--- src/rtl/tm1638_refresh_sequencer.sv ---
// tm1638_refresh_sequencer: keeps a TM1638 display refreshed through a 5-byte SPI controller
module tm1638_refresh_sequencer #(
  parameter int unsigned POWER_UP_CYCLES = 50_000_000,
  parameter int unsigned REFRESH_CYCLES = 10_000_000,
  parameter int unsigned BUSY_TIMEOUT = 1024,
  parameter logic [15:0] FRAMES_INIT = 16'h0000
) (
  input  logic         clk,
  input  logic         reset_n,
  input  logic [127:0] frame_in,
  input  logic [2:0]   brightness,
  input  logic         display_on,
  input  logic         update_req,
  input  logic         clear_err,
  input  logic         spi_busy,
  output logic         spi_activate,
  output logic         spi_cs,
  output logic [39:0]  spi_out_data,
  output logic [2:0]   spi_out_count,
  output logic         seq_busy,
  output logic [15:0]  frames_sent,
  output logic         timeout_err
);
  localparam int unsigned CMAX = POWER_UP_CYCLES > REFRESH_CYCLES ? POWER_UP_CYCLES : REFRESH_CYCLES;
  localparam int CW = CMAX > 1 ? $clog2(CMAX + 1) : 1;
  localparam int TW = BUSY_TIMEOUT > 1 ? $clog2(BUSY_TIMEOUT + 1) : 1;
  typedef enum logic [2:0] {POWER_UP, IDLE, START, DATA, CTRL, SEND, AWAIT, DONE} state_t;
  state_t state, state_n, ret, ret_n;
  logic [CW-1:0] cnt, cnt_n;
  logic [TW-1:0] tmo, tmo_n;
  logic [127:0] snap, snap_n;
  logic [2:0] bri, bri_n, q_count, q_count_n, count_n;
  logic [39:0] q_data, q_data_n, data_n;
  logic [15:0] frames_n;
  logic [1:0] k, k_n;
  logic on, on_n, pending, pending_n, busy_seen, busy_seen_n;
  logic act_n, cs_n, sbusy_n, err_n;
  // state and output registers; reset restarts the power-up delay
  always_ff @(posedge clk or negedge reset_n) begin
    if (!reset_n) begin
      state <= POWER_UP;
      ret <= IDLE;
      cnt <= CW'(POWER_UP_CYCLES);
      tmo <= '0;
      snap <= '0;
      bri <= '0;
      on <= 1'b0;
      k <= '0;
      q_data <= '0;
      q_count <= '0;
      pending <= 1'b0;
      busy_seen <= 1'b0;
      spi_activate <= 1'b0;
      spi_cs <= 1'b0;
      spi_out_data <= '0;
      spi_out_count <= '0;
      seq_busy <= 1'b0;
      frames_sent <= FRAMES_INIT;
      timeout_err <= 1'b0;
    end else begin
      state <= state_n;
      ret <= ret_n;
      cnt <= cnt_n;
      tmo <= tmo_n;
      snap <= snap_n;
      bri <= bri_n;
      on <= on_n;
      k <= k_n;
      q_data <= q_data_n;
      q_count <= q_count_n;
      pending <= pending_n;
      busy_seen <= busy_seen_n;
      spi_activate <= act_n;
      spi_cs <= cs_n;
      spi_out_data <= data_n;
      spi_out_count <= count_n;
      seq_busy <= sbusy_n;
      frames_sent <= frames_n;
      timeout_err <= err_n;
    end
  end
  // sequence: 0x40, four address+data bursts, display control; each transfer goes SEND -> AWAIT -> ret
  always_comb begin
    state_n = state;
    ret_n = ret;
    cnt_n = cnt;
    tmo_n = tmo;
    snap_n = snap;
    bri_n = bri;
    on_n = on;
    k_n = k;
    q_data_n = q_data;
    q_count_n = q_count;
    pending_n = pending;
    busy_seen_n = busy_seen;
    act_n = spi_activate;
    cs_n = spi_cs;
    data_n = spi_out_data;
    count_n = spi_out_count;
    sbusy_n = seq_busy;
    frames_n = frames_sent;
    err_n = clear_err ? 1'b0 : timeout_err;
    case (state)
      POWER_UP: begin
        if (cnt == '0) state_n = START;
        else cnt_n = cnt - CW'(1);
      end
      IDLE: begin
        if (REFRESH_CYCLES != 0 && cnt != '0) cnt_n = cnt - CW'(1);
        if ((REFRESH_CYCLES != 0 && cnt == '0) || update_req || pending) state_n = START;
      end
      START: begin
        snap_n = frame_in;
        bri_n = brightness;
        on_n = display_on;
        pending_n = 1'b0;
        cnt_n = CW'(REFRESH_CYCLES);
        k_n = '0;
        sbusy_n = 1'b1;
        q_data_n = 40'h40;
        q_count_n = 3'd1;
        ret_n = DATA;
        state_n = SEND;
      end
      DATA: begin
        q_data_n = {snap[{k, 5'b0} +: 32], 4'hC, k, 2'b00};
        q_count_n = 3'd5;
        ret_n = k == 2'd3 ? CTRL : DATA;
        k_n = k + 2'd1;
        state_n = SEND;
      end
      CTRL: begin
        q_data_n = {32'h0, on ? {5'b10001, bri} : 8'h80};
        q_count_n = 3'd1;
        ret_n = DONE;
        state_n = SEND;
      end
      SEND: begin
        if (!spi_busy) begin
          data_n = q_data;
          count_n = q_count;
          cs_n = 1'b1;
          act_n = 1'b1;
          busy_seen_n = 1'b0;
          tmo_n = '0;
          state_n = AWAIT;
        end
      end
      AWAIT: begin
        if (!busy_seen) begin
          if (spi_busy) begin
            busy_seen_n = 1'b1;
            act_n = 1'b0;
          end else if (tmo == TW'(BUSY_TIMEOUT - 1)) begin
            err_n = !clear_err;
            act_n = 1'b0;
            cs_n = 1'b0;
            sbusy_n = 1'b0;
            state_n = IDLE;
          end else tmo_n = tmo + TW'(1);
        end else if (!spi_busy) state_n = ret;
      end
      DONE: begin
        frames_n = frames_sent + 16'd1;
        sbusy_n = 1'b0;
        cs_n = 1'b0;
        state_n = IDLE;
      end
      default: state_n = IDLE;
    endcase
    if (state != POWER_UP && state != IDLE && update_req) pending_n = 1'b1;
  end
endmodule

--- config.mk ---
export PLATFORM = sky130hd
export DESIGN_NAME = tm1638_refresh_sequencer
export DESIGN_NICKNAME = d
export VERILOG_FILES = /design/src/rtl/tm1638_refresh_sequencer.sv
export SDC_FILE = /design/constraint.sdc
export NUM_CORES = 1
export LEC_CHECK = 0
export CORE_ASPECT_RATIO = 1.4
export CORE_MARGIN = 3
export CORE_UTILIZATION = 50
export CTS_CLUSTER_DIAMETER = 120
export DETAILED_ROUTE_END_ITERATION = 10
export GPL_ROUTABILITY_DRIVEN = 1
export PLACE_DENSITY = 0.76
export SYNTH_ARGS = -nofsm -noshare
export SYNTH_HDL_FRONTEND = slang
export SYNTH_SLANG_ARGS = --single-unit
--- constraint.sdc ---
create_clock -name clk -period 4 [get_ports clk]
set_input_delay 0.4 -clock clk [delete_from_list [all_inputs] [get_ports clk]]
set_output_delay 0.4 -clock clk [all_outputs]
set_load 0.01 [all_outputs]
==> metrics.yaml, run 1 <==
worst_setup_path:
  critPathKind: "register to register"
  r2r_cells: 5
  critPathLaunchType: "register"
  worstReg2RegEnd: "snap[112]"
  rr_startpoint: "state[2]"
  rrSetupSlack_ps: 1390
  cp.arrival_ps: 3080
  crit_fanout: 67
  required_ps: 4470
  endpoint_kind: "register"
drt:
  wl_microns: 27900
  wl_per_cell_microns: 17.1
  dr.pass1.iters: 4
  vias: 8850
  vias_per_cell: 5.44
  drtAntennaViolNets: 0
  drc_errors: 0
  drt-initial-drc-count: 389
final_layout:
  diodes: 0
  areaGrowthSynthToFinish_pct: 26.3
  nets: 1442
  drive_gt1_share_pct: 12.6
sta:
  drv_slew: 0
  relSlewSlack_pct: 26.2
  post-route-period-util_pct: 65.2
  timing_hold_violations_final: 0
  fin_skew_ps: 10.6
  rsz0062_at_grt: "no"
  min_period_ps: 2610
  worst_pin_slew_ps: 1100
  setup_viol: 0
  postLayoutSetupSlackWorst_ps: 1390
  fmaxAchievable_ghz: 0.383
  tns_ps: 0
worst_hold_path:
  hp-start: "frame_in[72]"
  hp-class: "input port to register"
  whs_endpoint: "snap[72]"
  whs_path_depth: 3
power_and_ir_drop:
  power_density_mw_per_mm2: 725
  p_leak_nw: 7.00
  ir_drop_uv: 385
  power_mw: 11.0
run_status:
  outcome: "finished, final reports clean"
cts:
  insertion_delay_ps: 530
  h-tree-depth: 1
  post_cts_resized: 0
  cts_tree: "built"
  numCtsBuffers: 27
  clockBufferDepth: 3
  cts.reportedPaths.clkPinSlew_ps: 60
  root_buffer: "clkbuf_16"
  postCtsSetupRepairBufs: 0
  clock_sinks: 279
synthesis:
  syn_area_sq_mm: 0.0120
  synth_edf_count: 0
  synthTopCellsByCount: "nand2_1, dfrtp_1, clkbuf_1"
  syn_inst: 1134
  synth_top_area_cell: "dfrtp_1"
  netlist_top_cells_area: "dfrtp_1, nand2_1, mux4_2"
  synth_most_common_cell: "nand2_1"
  synth_seq_cells: 279
  yosysTopAreaCellShare_pct: 55.4
  avgSynthCellArea_sq_um: 10.6
  yosysUniqueCellTypes: 65
  ys_seq_area_share_pct: 58.2
  async_reset_ff_share_pct: 100
  synth_warnings: 0
  synth_ff_type: "dfrtp_1"
place:
  dp_hpwl_microns: 18300
  dp_slack_ps: 1150
  gp_congestion: 0.832
  io_buffers: 196
global_routing:
  grt_use_total_pct: 21.8
  globalRouteOverflowTotal: 0
  grt_pass1_wl_microns: 45700
  grt_pass1_vias: 9130
  antenna_found_initial: 0
  grt_start_max_net_pins: 127
floorplanning:
  die_h_microns: 189
  initial_utilization_pct: 51.3
  pin_count: 200
  rows: 66
  die_area_sq_mm: 0.0260
  core_area_sq_mm: 0.0235
  die_w_microns: 137
run:
  cap_violations: 0
where the power goes:
part	total, mW	switching (mW)	leakage, nW	internal (mW)
sequential	4.92	0.897	3.48	4.03
combinational	3.45	1.64	3.06	1.81
clock	2.64	1.06	0.459	1.57
total	11.0	3.60	7.00	7.41
worst max-delay path by stage:
stage,slack (ps),depth (start not counted),from,endpoint
after global routing,1140,5,state[2],snap[53]
after global placement,1230,4,spi_busy,spi_out_data[20]
after floorplan,1660,8,cnt[0],cnt[3]
after detailed placement,1150,4,spi_busy,spi_out_data[20]
after CTS,1360,5,state[2],snap[112]
final,1390,5,state[2],snap[112]
routing by layer:
layer / vias to the layer above / wire, microns / global-route usage (%) / share of wire, %
li1: 4178 / - / - / -
met1: 4388 / 11000 / 27.0 / 39
met2: 237 / 14600 / 38.8 / 52
met3: 47 / 1580 / 3.80 / 5.7
met4: 0 / 714 / 6.68 / 2.6
met5: - / 0 / 0 / 0
through the flow:
stage / instance area, sq um / cells / hold WS [ps] / util, %
finish: 15200 / 1628 / 391 / 64.7
global route: 15200 / 1628 / 382 / 64.7
CTS: 15200 / 1628 / 375 / 64.7
detailed placement: 14200 / 1577 / 457 / 60.7
global placement: 14200 / 1577 / 445 / 60.7
floorplan: 12000 / 1136 / 104 / -
sequential cells by signal, summed over array words and instances (netlist names):
| name | count |
|---|---|
| busy_seen | 1 |
| bri | 3 |
| seq_busy | 1 |
| cnt | 26 |
| snap | 128 |
| q_count | 2 |
| k | 2 |
| pending | 1 |
| spi_cs | 1 |
| q_data | 38 |
| on | 1 |
| spi_out_count | 2 |
| timeout_err | 1 |
| tmo | 11 |
| ret | 3 |
| spi_activate | 1 |
| state | 3 |
| spi_out_data | 38 |
| frames_sent | 16 |
layout make-up:
cell class | instances | area, sq um
Clock buffer | 35 | 746
Clock inverter | 15 | 184
Fill cell | 1908 | 8270
Inverter | 10 | 37.5
Multi-Input combinational cell | 777 | 4730
Sequential cell | 279 | 7000
Tap cell | 306 | 383
Timing Repair Buffer | 206 | 2090
kinds of logic (layout without fill, tap and decap cells):
kind of cell | count (synthesis) | in the layout | share of synthesized area [%]
DFF | 279 | 279 | 58.2
and+or+nand+nor | 555 | 555 | 19.9
muxes | 80 | 80 | 10.4
adders and majority gates | 4 | 4 | 0.416
xor gates and xnor gates | 19 | 19 | 1.38
other | 1 | 3 | 0.0312
buffers and inverters | 80 | 266 | 2.69
AOI/OAI and AO/OA | 116 | 116 | 6.98
repair_timing:
item,in CTS,in global routing
hold endpoints to repair,88,0
hold buffers,1,0
endpoints found under the setup margin,0,0
critical path, cell delays in order (launching register included):
cell and delay (ps):
dfrtp_1 650, nand2b_1 440, nand2b_4 720, buf_4 470, nand2_1 120, nand2_1 100
layout by cell type, fill, tap and decap left out, types with 13 or more instances in the layout:
cell type | synthesis | layout
dfstp_2 | 13 | 13
o21ai_0 | 24 | 24
a22o_1 | 35 | 35
nor2_1 | 23 | 21
dfrtp_1 | 266 | 264
nand2_1 | 429 | 428
clkdlybuf4s50_1 | 0 | 195
clkbuf_16 | 0 | 27
mux2_2 | 42 | 42
nand3_1 | 19 | 19
a21oi_1 | 16 | 16
mux4_2 | 32 | 32
No activity file was read; power rests on OpenSTA's default activity.
==> run 2, diff against run 1 <==
==> constraint.sdc (replaced) <==
create_clock -name clk -period 2.5 [get_ports clk]
set_input_delay 0.25 -clock clk [delete_from_list [all_inputs] [get_ports clk]]
set_output_delay 0.25 -clock clk [all_outputs]
set_load 0.01 [all_outputs]
==> run 2 against run 1 <==
Sequential share of layout area decreased by 0.82 points. Design area rose by 1.8%. Power grew 61%. Wire length grew 1.8%. Clock skew is 3.4 ps higher. Critical path depth is 3 higher. First-iteration DRC count increased by 2.8%.
==> metrics.yaml, run 2 (synthesis gave the netlist of run 1 again) <==
final_layout:
  drive_gt1_share_pct: 14.4  # +1.9 points
  layout_commonest_cell: "nand2_1"
  max_flop_register: "snap"
  largest_register_ffs: 128  # unchanged
  final_cells: 1657  # +1.8%
  reg_top3: "snap x128, q_data x38, spi_out_data x38"
  nets: 1471  # +2.0%
  areaGrowthSynthToFinish_pct: 28.6
  mostFrequentLayoutCells: "nand2_1, dfrtp_1, clkdlybuf4s50_1"
  final_util_pct: 65.9  # +1.2 points
floorplanning:
  initial_utilization_pct: 51.3  # unchanged
  die_area_sq_mm: 0.0260  # unchanged
  pin_count: 200  # unchanged
  die_h_microns: 189  # unchanged
  core_area_sq_mm: 0.0235  # unchanged
  rows: 66  # unchanged
  die_w_microns: 137  # unchanged
drt:
  drtAntennaViolNets: 0  # unchanged
  drc_errors: 0  # unchanged
  dr.pass1.iters: 4  # unchanged
  vias: 9004  # +1.7%
  vias_per_cell: 5.43  # about the same
  wl_microns: 28400  # +1.8%
  wl_per_cell_microns: 17.2  # about the same
  drt-initial-drc-count: 400  # +2.8%
worst_setup_path:
  cp-endpoint: "cnt[13]"
  critPathKind: "register to register"
  cp.arrival_ps: 2880  # -200 ps
  critPathLaunchType: "register"
  crit_fanout: 6  # -91%
  r2r_cells: 8  # +3
  rr_startpoint: "cnt[1]"
  rrSetupSlack_ps: 70  # -1320 ps
  setup.worst_path.start: "cnt[1]"
  endpoint_kind: "register"
  worstReg2RegEnd: "cnt[13]"
  required_ps: 2950  # -1520 ps
cts:
  numCtsBuffers: 26  # -3.7%
  insertion_delay_ps: 530  # about the same
  root_buffer: "clkbuf_16"
  cts_tree: "built"
  clock_sinks: 279  # unchanged
  h-tree-depth: 1  # unchanged
  cts.reportedPaths.clkPinSlew_ps: 60  # about the same
  clockBufferDepth: 3  # unchanged
sta:
  relSlewSlack_pct: 57.1  # +31 points
  fin_skew_ps: 14.1  # +3.44 ps
  worst_pin_slew_ps: 643  # -460 ps
  setup_viol: 0  # unchanged
  postLayoutSetupSlackWorst_ps: 73.7  # -1320 ps
  timing_hold_violations_final: 0  # unchanged
  post-route-period-util_pct: 97.1  # +32 points
  drv_slew: 0  # unchanged
  min_period_ps: 2430  # -184 ps
  rsz0062_at_grt: "yes"
  fmaxAchievable_ghz: 0.412  # +7.6%
  tns_ps: 0  # unchanged
global_routing:
  globalRouteOverflowTotal: 0  # unchanged
  grt_start_max_net_pins: 88  # -31%
  antenna_found_initial: 0  # unchanged
  grt_use_total_pct: 22.2  # +0.35 points
  grt_pass1_wl_microns: 46800  # +2.4%
  grt_pass1_vias: 9353  # +2.4%
place:
  io_buffers: 196  # unchanged
  dp_slack_ps: 81.4  # -1070 ps
  dp_hpwl_microns: 19700  # +7.8%
  place_inst: 1605  # +1.8%
  gp_congestion: 0.820  # -1.5%
run_status:
  outcome: "finished, final reports clean"
power_and_ir_drop:
  power_frac_clock_pct: 23.2  # -0.8 points
  p_leak_nw: 7.16  # +2.3%
  swShare_pct: 32.5  # -0.17 points
  pwr-share-comb_pct: 33.0  # +1.7 points
  p_switching_mw: 5.78  # +61%
  seqPwrFrac_pct: 43.7  # -1.0 points
  internal_power_mw: 12.0  # +62%
  ir_drop_uv: 654  # +70%
  power_density_mw_per_mm2: 1150  # +59%
worst_hold_path:
  hp-class: "input port to register"
run:
  cap_violations: 0  # unchanged
run 2: critical path: stages (launching register included):
cell and delay, ps:
dfrtp_1 410, inv_1 70, ha_1 150, or4b_4 480, or3_4 420, buf_4 180
nor4_4 290, or4_4 170, mux2i_1 180
run 2: worst min path at each step:
| stage | from | endpoint | slack, ps | cells after the start |
|---|---|---|---|---|
| floorplan | reset_n | bri[0] | -50 | 0 |
| global placement | reset_n | snap[51] | 270 | 1 |
| detailed placement | reset_n | snap[51] | 280 | 1 |
| CTS | frame_in[121] | snap[121] | 230 | 3 |
| global route | frame_in[85] | snap[85] | 240 | 3 |
| finish | frame_in[121] | snap[121] | 240 | 3 |
run 2: routing by layer:
layer | vias up | global-route usage (%) | routed length, microns
li1 | 4244 | - | -
met1 | 4470 | 28.4 | 11600
met2 | 236 | 38.6 | 14500
met3 | 54 | 3.08 | 1360
met4 | 0 | 7.41 | 918
met5 | - | 0 | 0
run 2: layout make-up:
class                   count  area (sq um)
diodes                      1          2.50
clock buffers              41           788
clock inverters             7           113
fillers                  1852          8000
inverters                  10          37.5
multi-input cells         777          4770
flip-flops and latches    279          7000
well taps                 306           383
repair buffers            236          2360
run 2: timing repair:
action | in CTS | in global routing
resized for setup | 0 | 7
endpoints found under the hold margin | 69 | 0
setup endpoints to repair | 0 | 8
setup buffers | 0 | 2
hold buffers | 1 | 0
run 2: through the flow:
step	hold WS [ps]	cell area [sq um]	total power, mW
floorplan	-45.6	12000	11.3
finish	244	15500	17.8
detailed placement	282	14500	13.7
CTS	227	15400	17.9
global placement	274	14500	13.4
global route	242	15500	19.0
run 2: power groups by stage:
stage	registers, mW	clock network, mW	logic (mW)
floorplan	7.43	0	3.87
detailed placement	7.83	0	5.92
finish	7.77	4.13	5.87
global placement	7.71	0	5.74
global route	8.03	4.39	6.58
CTS	7.76	4.22	5.97
==> run 3, diff against run 2 <==
--- a/config.mk
+++ b/config.mk
@@ -11,7 +11,7 @@
 export CTS_CLUSTER_DIAMETER = 120
 export DETAILED_ROUTE_END_ITERATION = 10
 export GPL_ROUTABILITY_DRIVEN = 1
-export PLACE_DENSITY = 0.76
+export PLACE_DENSITY = 0.8
 export SYNTH_ARGS = -nofsm -noshare
 export SYNTH_HDL_FRONTEND = slang
 export SYNTH_SLANG_ARGS = --single-unit
==> run 3 against run 2 <==
Highest routed layer unchanged. Design area up 0.49%. Largest power group unchanged. Utilization up 0.32 points. Hold slack better by 2.3 ps. Largest cell class unchanged. Non-clock buffer count unchanged. Clock power up 1%. Maximum frequency up 2.3%. Via count up 0.39%. Flip-flop and latch count unchanged. Sequential power down 0.5%. Clock skew about the same. Setup slack better by 54 ps. Sequential share of layout area down 0.22 points.
==> metrics.yaml, run 3 (synthesis gave the netlist of run 1 again) <==
global_routing:
  grt-busiest-layer: "met2"
  grt_use_total_pct: 22.7  # +0.47 points
  grt.met3_usage_pct: 3.59  # +0.51 points
  antenna_found_initial: 2  # +2
  met2_usage_pct: 40.3  # +1.6 points
  grt_pass1_vias: 9491  # +1.5%
  grtUsageMet1_pct: 28.3  # -0.12 points
  grt_start_max_net_pins: 83  # -5.7%
  grt_pass1_wl_microns: 47500  # +1.5%
  globalRouteOverflowTotal: 0  # unchanged
power_and_ir_drop:
  p_switching_mw: 5.89  # +1.9%
  internal_power_mw: 12.1  # +0.74%
  power_frac_clock_pct: 23.3  # about the same
  p_leak_nw: 7.18  # +0.28%
  ir_drop_uv: 582  # -11%
  swShare_pct: 32.7  # +0.24 points
  seqPwrFrac_pct: 43.0  # -0.7 points
  pwr-share-comb_pct: 33.7  # +0.7 points
  power_density_mw_per_mm2: 1160  # +0.61%
sta:
  timing_hold_violations_final: 0  # unchanged
  tns_ps: 0  # unchanged
  drv_slew: 0  # unchanged
  post-route-period-util_pct: 94.9  # -2.1 points
  relSlewSlack_pct: 56.7  # -0.45 points
  setup_viol: 0  # unchanged
  fin_skew_ps: 14.2  # +0.150 ps
  fmaxAchievable_ghz: 0.421  # +2.3%
  worst_pin_slew_ps: 650  # +6.73 ps
  min_period_ps: 2370  # -53.5 ps
final_layout:
  final_cells: 1658  # +0.060%
  layout_commonest_cell: "nand2_1"
  fillCellCount: 1773  # -4.3%
  drive_gt1_share_pct: 14.7  # +0.22 points
  max_flop_register: "snap"
  nets: 1471  # unchanged
  reg_top3: "snap x128, q_data x38, spi_out_data x38"
  largest_register_ffs: 128  # unchanged
  finalInstanceArea_sq_mm: 0.0155  # +0.49%
  areaGrowthSynthToFinish_pct: 29.2
  mostFrequentLayoutCells: "nand2_1, dfrtp_1, clkdlybuf4s50_1"
  final_util_pct: 66.2  # +0.32 points
  multi_input_area_sq_mm: 0.00475  # -0.42%
  regArea_sq_mm: 0.00700  # unchanged
floorplanning:
  initial_utilization_pct: 51.3  # unchanged
  die_h_microns: 189  # unchanged
  core_area_sq_mm: 0.0235  # unchanged
  rows: 66  # unchanged
  die_area_sq_mm: 0.0260  # unchanged
  pin_count: 200  # unchanged
  die_w_microns: 137  # unchanged
run:
  cap_violations: 0  # unchanged
worst_setup_path:
  cp.arrival_ps: 2820  # -60 ps
  required_ps: 2940  # about the same
  critPathLaunchType: "register"
  crit_fanout: 6  # unchanged
  critPathKind: "register to register"
  endpoint_kind: "register"
place:
  dp_hpwl_microns: 20000  # +1.4%
  io_buffers: 196  # unchanged
  dpl_cell_area_sq_mm: 0.0146  # +0.54%
  place_inst: 1607  # +0.12%
  gp_congestion: 0.852  # +3.9%
cts:
  root_buffer: "clkbuf_16"
  clockBufferDepth: 3  # unchanged
  insertion_delay_ps: 530  # about the same
  postCtsSetupRepairBufs: 0  # unchanged
  cts.reportedPaths.clkPinSlew_ps: 60  # about the same
  h-tree-depth: 1  # unchanged
  cts_tree: "built"
  clock_sinks: 279  # unchanged
  numCtsBuffers: 26  # unchanged
drt:
  vias_per_cell: 5.45  # +0.33%
  wl_per_cell_microns: 17.6  # +2.5%
  drt-initial-drc-count: 524  # +31%
  vias: 9039  # +0.39%
  wl_microns: 29100  # +2.5%
  drtAntennaViolNets: 0  # unchanged
  drc_errors: 0  # unchanged
  dr.pass1.iters: 5  # +1
worst_hold_path:
  hp-class: "input port to register"
run_status:
  outcome: "finished, final reports clean"
==> run 3: cell count changes in the layout (fill, tap and decap cells not counted), moves of 4 or more <==
| cell | before | now |
|---|---|---|
| buf_4 | 32 | 27 |
| clkbuf_8 | 6 | 13 |
| buf_12 | 7 | 12 |
| clkbuf_1 | 8 | 4 |
==> run 3: timing repair <==
item,CTS,global route
hold endpoints to repair,75,0
pin swaps,0,1
setup endpoints to repair,1,6
gates resized for setup,1,3
hold buffers,1,0
==> run 3: per-stage QoR <==
step | hold slack (ps) | power [mW] | setup slack (ps)
floorplan | -45.6 | 11.3 | 160
global placement | 298 | 13.5 | 85.9
detailed placement | 301 | 13.8 | -2.77
CTS | 227 | 18.1 | 63.2
global route | 236 | 19.1 | -0.0175
finish | 246 | 18.0 | 127
==> run 3: metal layers <==
| metal | vias to the layer above | wire length [microns] |
|---|---|---|
| met4 | 0 | 819 |
| met5 | - | 0 |
| met2 | 284 | 15400 |
| met3 | 55 | 1620 |
| met1 | 4468 | 11300 |
| li1 | 4232 | - |
==> run 3: power groups by stage <==
| stage | clock (mW) | sequential [mW] | combinational [mW] |
|---|---|---|---|
| 2_1_floorplan | 0 | 7.43 | 3.87 |
| 3_3_place_gp | 0 | 7.64 | 5.86 |
| 3_5_place_dp | 0 | 7.77 | 6.07 |
| 4_1_cts | 4.27 | 7.71 | 6.14 |
| 5_1_grt | 4.45 | 7.96 | 6.73 |
| 6_report | 4.18 | 7.73 | 6.06 |
==> run 3: final cells by class <==
class	instances	share of cell area [%]
well taps	306	2.47
multi-input cells	777	30.6
clock buffers	43	5.44
inverters	10	0.242
repair buffers	236	15.6
clock inverters	5	0.556
flip-flops and latches	279	45.1
diodes	2	0.0322
==> run 3: path summary, 6_finish.rpt <==
path | cells past startpoint | slack (ps) | to | start
max | 7 | 130 | cnt[2] | cnt[1]
min | 3 | 250 | snap[115] | frame_in[115]
max reg2reg | 7 | 130 | cnt[2] | cnt[1]
min reg2reg | 2 | 470 | snap[99] | snap[99]
max in group asynchronous | 3 | 1320 | cnt[25] | reset_n
min in group asynchronous | 2 | 310 | snap[67] | reset_n
==> run 3: critical path, cell delays in order, from the launching register on <==
cell and delay [ps]:
dfrtp_1 400, inv_1 70, ha_1 180, or4b_4 490, or3_4 400, or3_4 430, nand3_1 120, mux2i_1 210
